$ cat src/rtl/cic_sample_fifo_if.sv
// Readout interface of the CIC sample FIFO.
//   master (FIFO side)    : drives dout, dout_valid, fifo_count; samples dout_ready
//   slave  (consumer side): samples dout, dout_valid, fifo_count; drives dout_ready
// A word transfers on every clock edge where dout_valid and dout_ready are both high.
interface cic_sample_fifo_if #(
    parameter int OUT_WIDTH  = 16,
    parameter int FIFO_DEPTH = 8
);
    logic [OUT_WIDTH-1:0]         dout;
    logic                         dout_valid;
    logic                         dout_ready;
    logic [$clog2(FIFO_DEPTH):0]  fifo_count;

    modport master (
        output dout,
        output dout_valid,
        output fifo_count,
        input  dout_ready
    );

    modport slave (
        input  dout,
        input  dout_valid,
        input  fifo_count,
        output dout_ready
    );
endinterface

$ cat src/rtl/cic_sample_fifo.sv
// CIC3 decimator output sampler with settle discard, scale/saturate and a
// show-ahead FIFO.
//
// The CIC output register is free running and changes once per decimation
// period. A local phase counter, reset together with the CIC clock counter,
// picks the middle of the stable window for the capture. The first
// SETTLE_SAMPLES captures after enable rises (or after reset) are thrown
// away while the filter settles. Accepted samples are shifted down to
// OUT_WIDTH bits, saturated, and written into the FIFO.
//
// Ports:
//   clk           modulator clock shared with the CIC
//   reset_n       asynchronous reset, active low
//   enable        capture enable (level)
//   cic_in        unsigned CIC3 output, NUMBITS wide
//   clear_ovf     synchronous clear of the sticky overflow flag
//   sample_strobe one-cycle pulse at each capture phase while enabled
//   overflow      sticky: a word was dropped because the FIFO was full
//   rd            readout interface (dout/dout_valid/dout_ready/fifo_count)
module cic_sample_fifo #(
    parameter int DECIMATION_FACTOR = 256,
    parameter int CLOCK_WIDTH       = $clog2(DECIMATION_FACTOR),
    parameter int NUMBITS           = 3*CLOCK_WIDTH+1,
    parameter int OUT_WIDTH         = 16,
    parameter int FIFO_DEPTH        = 8,
    parameter int CAPTURE_PHASE     = DECIMATION_FACTOR/2,
    parameter int SETTLE_SAMPLES    = 3
) (
    input  logic                clk,
    input  logic                reset_n,
    input  logic                enable,
    input  logic [NUMBITS-1:0]  cic_in,
    input  logic                clear_ovf,
    output logic                sample_strobe,
    output logic                overflow,
    cic_sample_fifo_if.master   rd
);

    localparam int SHIFT    = NUMBITS-1-OUT_WIDTH;
    localparam int PTR_W    = (FIFO_DEPTH > 1) ? $clog2(FIFO_DEPTH) : 1;
    localparam int CNT_W    = $clog2(FIFO_DEPTH)+1;
    localparam int SETTLE_W = (SETTLE_SAMPLES > 0) ? $clog2(SETTLE_SAMPLES+1) : 1;

    localparam logic [CLOCK_WIDTH-1:0] PHASE_LAST    = CLOCK_WIDTH'(DECIMATION_FACTOR-1);
    localparam logic [CLOCK_WIDTH-1:0] PHASE_CAPTURE = CLOCK_WIDTH'(CAPTURE_PHASE);
    localparam logic [SETTLE_W-1:0]    SETTLE_TARGET = SETTLE_W'(SETTLE_SAMPLES);
    localparam logic [CNT_W-1:0]       FULL_COUNT    = CNT_W'(FIFO_DEPTH);

    // Drop the SHIFT LSBs; anything left above OUT_WIDTH bits clamps to full scale.
    function automatic logic [OUT_WIDTH-1:0] scale_sat(input logic [NUMBITS-1:0] x);
        logic [NUMBITS-1:0] v;
        v = x >> SHIFT;
        if (|(v >> OUT_WIDTH))
            scale_sat = '1;
        else
            scale_sat = v[OUT_WIDTH-1:0];
    endfunction

    logic [CLOCK_WIDTH-1:0] phase_cnt;
    logic [SETTLE_W-1:0]    settle_cnt;
    logic                   settle_done;
    logic                   accept;

    logic                   vld_p1;
    logic [OUT_WIDTH-1:0]   data_p1;

    logic [OUT_WIDTH-1:0]   mem [FIFO_DEPTH];
    logic [PTR_W-1:0]       wr_ptr;
    logic [PTR_W-1:0]       rd_ptr;
    logic [CNT_W-1:0]       count;
    logic                   full;
    logic                   pop;
    logic                   wr_en;
    logic                   drop;

    // ---- stage 0: capture phase and settle discard ----
    always_ff @(posedge clk or negedge reset_n) begin
        if (!reset_n)
            phase_cnt <= '0;
        else if (phase_cnt == PHASE_LAST)
            phase_cnt <= '0;
        else
            phase_cnt <= phase_cnt + 1'b1;
    end

    assign sample_strobe = enable && (phase_cnt == PHASE_CAPTURE);
    assign settle_done   = (settle_cnt >= SETTLE_TARGET);
    assign accept        = sample_strobe && settle_done;

    always_ff @(posedge clk or negedge reset_n) begin
        if (!reset_n)
            settle_cnt <= '0;
        else if (!enable)
            settle_cnt <= '0;
        else if (sample_strobe && !settle_done)
            settle_cnt <= settle_cnt + 1'b1;
    end

    // ---- stage 1: scale and saturate the accepted sample ----
    always_ff @(posedge clk or negedge reset_n) begin
        if (!reset_n)
            vld_p1 <= 1'b0;
        else
            vld_p1 <= accept;
    end

    always_ff @(posedge clk) begin
        if (accept)
            data_p1 <= scale_sat(cic_in);
    end

    // ---- stage 2: FIFO write ----
    assign full  = (count == FULL_COUNT);
    assign pop   = rd.dout_valid && rd.dout_ready;
    // A pop in the same cycle frees a slot, so a push into a full FIFO still lands.
    assign wr_en = vld_p1 && (!full || pop);
    assign drop  = vld_p1 && full && !pop;

    always_ff @(posedge clk) begin
        if (wr_en)
            mem[wr_ptr] <= data_p1;
    end

    always_ff @(posedge clk or negedge reset_n) begin
        if (!reset_n) begin
            wr_ptr <= '0;
            rd_ptr <= '0;
            count  <= '0;
        end else begin
            if (wr_en)
                wr_ptr <= wr_ptr + 1'b1;
            if (pop)
                rd_ptr <= rd_ptr + 1'b1;
            case ({wr_en, pop})
                2'b10:   count <= count + 1'b1;
                2'b01:   count <= count - 1'b1;
                default: count <= count;
            endcase
        end
    end

    // A drop in the same cycle as clear_ovf leaves the flag set.
    always_ff @(posedge clk or negedge reset_n) begin
        if (!reset_n)
            overflow <= 1'b0;
        else if (drop)
            overflow <= 1'b1;
        else if (clear_ovf)
            overflow <= 1'b0;
    end

    assign rd.fifo_count = count;
    assign rd.dout_valid = (count != '0);
    assign rd.dout       = rd.dout_valid ? mem[rd_ptr] : '0;

endmodule
$ cat src/flat_wrapper.sv
// flat-port wrapper written by rule: the top's interface ports become plain ports
module cic_sample_fifo_flat 
#(
    parameter int DECIMATION_FACTOR = 256,
    parameter int CLOCK_WIDTH       = $clog2(DECIMATION_FACTOR),
    parameter int NUMBITS           = 3*CLOCK_WIDTH+1,
    parameter int OUT_WIDTH         = 16,
    parameter int FIFO_DEPTH        = 8,
    parameter int CAPTURE_PHASE     = DECIMATION_FACTOR/2,
    parameter int SETTLE_SAMPLES    = 3
)
  (clk, reset_n, enable, cic_in, clear_ovf, sample_strobe, overflow, rd_dout, rd_dout_valid, rd_fifo_count, rd_dout_ready);
  cic_sample_fifo_if #(.OUT_WIDTH(OUT_WIDTH), .FIFO_DEPTH(FIFO_DEPTH)) rd_i ();
  input  logic clk;
  input  logic reset_n;
  input  logic enable;
  input  logic [NUMBITS-1:0] cic_in;
  input  logic clear_ovf;
  output logic sample_strobe;
  output logic overflow;
  output wire logic [$bits(rd_i.dout)-1:0] rd_dout;
  output wire logic [$bits(rd_i.dout_valid)-1:0] rd_dout_valid;
  output wire logic [$bits(rd_i.fifo_count)-1:0] rd_fifo_count;
  input wire logic [$bits(rd_i.dout_ready)-1:0] rd_dout_ready;
  assign rd_dout = rd_i.dout;
  assign rd_dout_valid = rd_i.dout_valid;
  assign rd_fifo_count = rd_i.fifo_count;
  assign rd_i.dout_ready = rd_dout_ready;
  cic_sample_fifo #(.DECIMATION_FACTOR(DECIMATION_FACTOR), .CLOCK_WIDTH(CLOCK_WIDTH), .NUMBITS(NUMBITS), .OUT_WIDTH(OUT_WIDTH), .FIFO_DEPTH(FIFO_DEPTH), .CAPTURE_PHASE(CAPTURE_PHASE), .SETTLE_SAMPLES(SETTLE_SAMPLES)) u_core (.clk(clk), .reset_n(reset_n), .enable(enable), .cic_in(cic_in), .clear_ovf(clear_ovf), .sample_strobe(sample_strobe), .overflow(overflow), .rd(rd_i));
endmodule
$ cat config.mk
export PLATFORM = sky130hd
export DESIGN_NAME = cic_sample_fifo_flat
export DESIGN_NICKNAME = d
export VERILOG_FILES = /design/src/rtl/cic_sample_fifo_if.sv /design/src/rtl/cic_sample_fifo.sv /design/src/flat_wrapper.sv
export SDC_FILE = /design/constraint.sdc
export NUM_CORES = 1
export LEC_CHECK = 0
export CAP_MARGIN = 20
export CORE_ASPECT_RATIO = 0.8
export CORE_MARGIN = 3
export CORE_UTILIZATION = 55
export DETAILED_ROUTE_END_ITERATION = 8
export GPL_ROUTABILITY_DRIVEN = 0
export MAX_ROUTING_LAYER = met4
export PLACE_DENSITY = 0.85
export SLEW_MARGIN = 10
export SYNTH_ARGS = -nofsm -noshare
export SYNTH_HDL_FRONTEND = slang
export SYNTH_SLANG_ARGS = --single-unit
$ cat constraint.sdc
create_clock -name clk -period 3.45 [get_ports clk]
set_clock_uncertainty 0.05 [all_clocks]
set_input_delay 0.69 -clock clk [delete_from_list [all_inputs] [get_ports clk]]
set_output_delay 0.69 -clock clk [all_outputs]
set_load 0.01 [all_outputs]
==> reports/metrics.csv, run 1 <==
stage;metric;value;unit
synthesis;Synth Area in Adders;1.12;%
global_route;vias in the first global route;3648;
setup_path;Crit path arrival time;2.61;ns
synthesis;yosys warns;0;
setup_path;kind of critical path;reg2out;
timing;fin crit share;97.1;%
synthesis;sequential fraction of the synthesis area;72.4;%
clock_network;Reg clk slew, reported paths;0.06;ns
route;total number of vias;3744;
timing;final hold slack;0.446;ns
route;wire per inst;20.8;um
setup_path;Setup crit start kind;register;
clock_network;Num CTS Buffers;17;
placed_design;post-detail-place hpwl;7670;um
timing;Final Setup Violations;0;
clock_network;CTS tree;built;
clock_network;CTS Sinks;166;
cells_and_area;final-stage net count;510;
cells_and_area;filler-free cell count of the finished design;635;
synthesis;net count after synthesis;452;
synthesis;Yosys top cell area share;64.2;%
clock_network;root buffer cell;clkbuf_16;
run_status;status;finished, final reports clean;
synthesis;Compound-Gate Fraction of Synth Area;5.39;%
global_route;antenna violations before repair;0;
global_route;grt total ovfl;0;
min_path;worst hold-check path type;reg2reg;
cells_and_area;share of cells above drive strength 1;14.6;%
clock_network;Post-CTS Hold Buffers;0;
placed_design;PortBufs;44;
timing;relative slew slack;54.9;%
global_route;first-pass GRT wire length;20700;um
pwr;Cell Pwr Density;744;nW/um^2
route;final wirelength;13200;um
synthesis;EDFF count, synth;144;
floorplan;Row Count;35;
clock_network;clock latency on the worst-skew pair;0.42;ns
synthesis;syn_area_per_cell;16.2;sq um
global_route;pin count of the biggest net entering global routing;22;
route;drt pass-1 iters;7;
floorplan;CORE AREA;11700;sq um
floorplan;Die Ht;105;um
placed_design;Cell Area, Placed;7360;sq um
floorplan;boundary pin count;53;
timing;max-slew violations;0;
synthesis;largest family of logic cells by synthesized area;multiplexers;
synthesis;ranking of synthesized cells by area;edfxtp_1 64%, mux2i_1 9.7%, dfrtp_1 8.2%;
floorplan;initial core utilization;57.3;%
timing;Fmax;0.298;GHz
placed_design;# placed instances;601;
synthesis;mux share of post-synthesis cell area;10.2;%
synthesis;XOR/XNOR Fraction of Synth Area;1.56;%
setup_path;nature of the critical path endpoint;primary output;
timing;final hold violations;0;
cells_and_area;finished layout cell area;7980;sq um
global_route;GRT Overall Usage;21.4;%
timing;Worst-Margin Slew;0.674;ns
cells_and_area;Layout area overhead;18.6;%
synthesis;Synth cell types;46;
synthesis;Synth Cell Area;6730;sq um
pwr;LEAKAGE;3.12;nW
timing;Final min period;3.35;ns
floorplan;die width;130;um
route;drc violations;0;
route;DR vias/cell;5.90;
synthesis;Post-Synth Simple-Gate Area;7.16;%
floorplan;Die ar.;13600;sq um
route;antenna-violating nets left;0;
cells_and_area;Ant. Diodes;0;
clock_network;H-tree levels;4;
clock_network;Clock Tree Buf Depth;2;
synthesis;Mapped Cells;416;
pwr;Peak VDD IR;384;uV
setup_path;worst-path fanout max;16;
synthesis;async set or reset register ratio after synthesis;13.3;%
route;initial drt markers;420;
synthesis;flops & latches, synth;166;
synthesis;Primary FF master, synth;edfxtp_1;
job;Max-Cap Viols;0;
setup_path;Crit path required time;2.71;ns
synthesis;Yosys top cell by area;edfxtp_1;
==> worst max-delay path, cell delays in order, from the launching register on <==
cell	delay, ns
dfrtp_4	0.58
buf_6	0.23
buf_4	0.30
mux2i_1	0.12
a221oi_1	0.35
clkdlybuf4s50_1	0.60
==> registers in the layout (all words and copies together), names as in the netlist, 2 cells and up <==
signal	count
u_core.rd.fifo_count	4
u_core.mem	128
u_core.data_p1	16
u_core.settle_cnt	2
u_core.rd_ptr	3
u_core.phase_cnt	8
u_core.wr_ptr	3
==> per-layer routing <==
layer	vias up	track usage [%]	part of all wire [%]
met5	-	-	0
met4	0	8.09	1.4
met3	19	5.21	7.7
met2	170	31.9	49
met1	1841	28.8	42
li1	1714	-	-
==> synthesized netlist by cell type, types with 6 or more instances <==
cell type / n
xnor2_1: 6
mux2i_1: 65
buf_2: 6
a221oi_1: 16
ha_1: 6
or2_2: 16
edfxtp_1: 144
nor2_1: 13
a22oi_1: 16
xor2_1: 6
clkbuf_1: 9
dfrtp_1: 22
nand2_1: 28
==> layout by cell type, fill, tap and decap left out, types with 5 or more instances in the layout <==
cell type / count
a221oi_1: 14
a22oi_1: 16
buf_4: 16
clkbuf_16: 17
clkdlybuf4s50_1: 44
dfrtp_1: 21
edfxtp_1: 144
ha_1: 6
inv_1: 5
mux2i_1: 65
nand2_1: 28
nand3_1: 5
nor2_1: 13
or2_2: 16
xnor2_1: 6
xor2_1: 6
==> power by group <==
part / switching, mW / internal, mW / leakage, nW
sequential: 0.112 / 2.20 / 1.78
clock: 0.705 / 1.12 / 0.274
combinational: 0.888 / 0.916 / 1.07
==> worst paths after layout <==
check,start,end,slack (ns),depth (start not counted)
worst max-delay path,u_core.rd_ptr[1]$_DFFE_PN0N_,rd_dout[1],0.1,5
worst min-delay path,u_core.phase_cnt[0]$_DFF_PN0_,u_core.phase_cnt[0]$_DFF_PN0_,0.45,1
min in group asynchronous,reset_n,u_core.phase_cnt[6]$_DFF_PN0_,0.63,1
worst min register to register,u_core.phase_cnt[0]$_DFF_PN0_,u_core.phase_cnt[0]$_DFF_PN0_,0.45,1
max in group asynchronous,reset_n,u_core.settle_cnt[1]$_DFFE_PN0P_,2.14,2
worst max register to register,u_core.rd.fifo_count[1]$_DFFE_PN0P_,u_core.rd.fifo_count[1]$_DFFE_PN0P_,1.00,6
==> metrics by stage <==
step / total power [mW] / TNS [ns] / util [%] / setup WS [ns]
final: 5.94 / 0 / 68.0 / 0.0991
after global routing: 6.20 / -0.00536 / 68.0 / -0.00536
after CTS: 5.93 / 0 / 67.8 / 0.00730
after detailed placement: 4.06 / 0 / 62.7 / 0.339
after global placement: 4.01 / 0 / 62.7 / 0.380
after floorplan: 3.39 / 0 / - / 0.456
==> kinds of logic after synthesis <==
logic type / Yosys count
adder cells (fa/ha/maj): 6
buffers and inverters: 28
multiplexers: 68
XOR/XNOR: 12
flip-flops: 166
AND/OR/NAND/NOR: 89
AO/OA/AOI/OAI: 47
==> what timing repair did <==
action,CTS,global route
setup buffers,1,1
hold endpoints to repair,0,0
setup endpoints to repair,12,11
cloned,0,0
resized for setup,1,3
==> final cells by class <==
class / instances / area [sq um]
inverters: 5 / 18.8
repair buffers: 62 / 592
clock buffers: 20 / 437
multi-input cells: 222 / 1740
well taps: 148 / 185
flip-flops and latches: 166 / 4880
fillers: 771 / 3750
clock inverters: 12 / 135
No activity file was read; power rests on OpenSTA's default activity.
==> run 2, diff against run 1 <==
Settings changed: MAX_ROUTING_LAYER met4 to unset.
==> run 2 against run 1 <==
Compared with the run above:
- register-to-register slack is essentially flat
- total power up 0.11%
- sequential power is essentially flat
- routed wire length grew 0.42%
- core utilization unchanged
- critical path depth stayed put
- worst hold slack improved by 0.00065 ns
- first-iteration DRC count down 1.2%
- setup slack lost 0.0067 ns
- sequential cell count did not move
- final cell count is the same
- critical path type unchanged
==> reports/metrics.csv, run 2 (synthesis results as in run 1) <==
stage;metric;value;unit
timing;max-slew violations;0;
route;wire per inst;20.9;um
route;antenna-violating nets left;0;
route;total number of vias;3754;
clock_network;Num CTS Buffers;17;
clock_network;Clock Tree Buf Depth;2;
pwr;Comb power frac;30.4;%
route;drt pass-1 iters;6;
cells_and_area;Layout area overhead;18.6;%
cells_and_area;final core utilization;68.0;%
global_route;pin count of the biggest net entering global routing;22;
route;DR vias/cell;5.91;
placed_design;dpl ws;0.339;ns
floorplan;Die Ht;105;um
pwr;P_sw;1.71;mW
cells_and_area;most common cell after layout, fill and taps aside;edfxtp_1;
timing;setup TNS;0;ns
cells_and_area;share of cells above drive strength 1;14.6;%
floorplan;Row Count;35;
run_status;status;finished, final reports clean;
route;drc violations;0;
pwr;sequential share of power;38.9;%
timing;relative slew slack;55.4;%
timing;Final Setup Violations;0;
min_path;worst hold-check path type;reg2reg;
clock_network;H-tree levels;4;
floorplan;Die ar.;13600;sq um
cells_and_area;Biggest register;u_core.mem;
floorplan;CORE AREA;11700;sq um
cells_and_area;commonest cells after routing, fill and taps aside;144 x edfxtp_1, 65 x mux2i_1, 44 x clkdlybuf4s50_1;
timing;Final Worst Setup Slack;0.0924;ns
timing;fin crit share;97.3;%
floorplan;initial core utilization;57.3;%
cells_and_area;final-stage net count;510;
clock_network;Post-CTS Hold Buffers;0;
placed_design;post-detail-place hpwl;7670;um
clock_network;CTS Sinks;166;
route;initial drt markers;415;
clock_network;CTS tree;built;
global_route;GRT Overall Usage;20.7;%
floorplan;boundary pin count;53;
timing;Worst-Margin Slew;0.667;ns
setup_path;worst-path fanout max;16;
setup_path;Crit path required time;2.71;ns
cells_and_area;Ant. Diodes;0;
pwr;Clk pwr share;30.8;%
pwr;Peak VDD IR;384;uV
timing;Fmax;0.298;GHz
cells_and_area;Largest register FFs;128;
pwr;sw frac;28.8;%
cells_and_area;Regs by FF count;u_core.mem (128), u_core.data_p1 (16), u_core.phase_cnt (8);
setup_path;kind of critical path;reg2out;
timing;Final min period;3.36;ns
cells_and_area;fill count;771;
setup_path;Crit path arrival time;2.62;ns
setup_path;Setup crit start kind;register;
clock_network;root buffer cell;clkbuf_16;
timing;final hold violations;0;
clock_network;clock latency on the worst-skew pair;0.42;ns
global_route;first-pass GRT wire length;20600;um
route;final wirelength;13300;um
job;Max-Cap Viols;0;
pwr;P_int;4.24;mW
global_route;vias in the first global route;3656;
setup_path;nature of the critical path endpoint;primary output;
pwr;LEAKAGE;3.12;nW
floorplan;die width;130;um
pwr;Cell Pwr Density;745;nW/um^2
global_route;antenna violations before repair;0;
global_route;grt total ovfl;0;
clock_network;Reg clk slew, reported paths;0.06;ns
placed_design;PortBufs;44;
run 2: cell counts in the layout (fill, tap and decap cells not counted):
No cell type changed its count.
run 2: final cells by class:
| class | count | area, sq um | area share, % |
|---|---|---|---|
| clock inverter | 12 | 135 | 1.69 |
| multi-input combinational | 222 | 1740 | 21.7 |
| sequential | 166 | 4880 | 61.1 |
| timing repair buffer | 62 | 592 | 7.41 |
| inverter | 5 | 18.8 | 0.235 |
| clock buffer | 20 | 437 | 5.47 |
| tap | 148 | 185 | 2.32 |
run 2: metrics by stage:
| step | std cells | area (sq um) | total power [mW] | hold WS [ns] |
|---|---|---|---|---|
| 5_1_grt | 635 | 7980 | 6.20 | 0.457 |
| 3_3_place_gp | 601 | 7360 | 4.01 | 0.419 |
| 2_1_floorplan | 416 | 6730 | 3.39 | 0.344 |
| 3_5_place_dp | 601 | 7360 | 4.06 | 0.442 |
| 4_1_cts | 634 | 7960 | 5.93 | 0.452 |
| 6_report | 635 | 7980 | 5.95 | 0.447 |
run 2: repair_timing:
item | 4_1_cts | 5_1_grt
pin swaps | 0 | 0
setup endpoints to repair | 12 | 10
buffers inserted | 1 | 1
gates resized for setup | 1 | 3
endpoints found under the hold margin | 0 | 0
run 2: per-layer routing:
| layer | GRT usage, % | routed length (um) | vias to the layer above |
|---|---|---|---|
| li1 | - | - | 1713 |
| met1 | 28.7 | 5570 | 1834 |
| met2 | 31.9 | 6410 | 189 |
| met3 | 5.06 | 1100 | 18 |
| met4 | 8.09 | 200 | 0 |
| met5 | 0 | 0 | - |
run 2: worst paths after layout:
check                                                    startpoint                             endpoint  slack, ns  cells after the start
min in group asynchronous                                   reset_n        u_core.phase_cnt[6]$_DFF_PN0_       0.62                      1
worst min-delay path                  u_core.phase_cnt[0]$_DFF_PN0_        u_core.phase_cnt[0]$_DFF_PN0_       0.45                      1
worst max register to register  u_core.rd.fifo_count[1]$_DFFE_PN0P_  u_core.rd.fifo_count[1]$_DFFE_PN0P_       1.01                      6
worst max-delay path                   u_core.rd_ptr[1]$_DFFE_PN0N_                           rd_dout[1]       0.09                      5
worst min register to register        u_core.phase_cnt[0]$_DFF_PN0_        u_core.phase_cnt[0]$_DFF_PN0_       0.45                      1
max in group asynchronous                                   reset_n     u_core.settle_cnt[1]$_DFFE_PN0P_       2.14                      2
run 2: power by group through the flow:
stage / Clock, mW / Sequential [mW] / Combinational (mW)
2_1_floorplan: 0 / 2.27 / 1.12
3_3_place_gp: 0 / 2.41 / 1.61
3_5_place_dp: 0 / 2.41 / 1.65
4_1_cts: 1.85 / 2.33 / 1.75
5_1_grt: 1.95 / 2.32 / 1.93
6_report: 1.83 / 2.31 / 1.81
run 2: critical path, cell delays in order, from the launching register on:
cell and delay [ns]:
dfrtp_4 0.58, buf_6 0.24, buf_4 0.30, mux2i_1 0.12
a221oi_1 0.35, clkdlybuf4s50_1 0.60
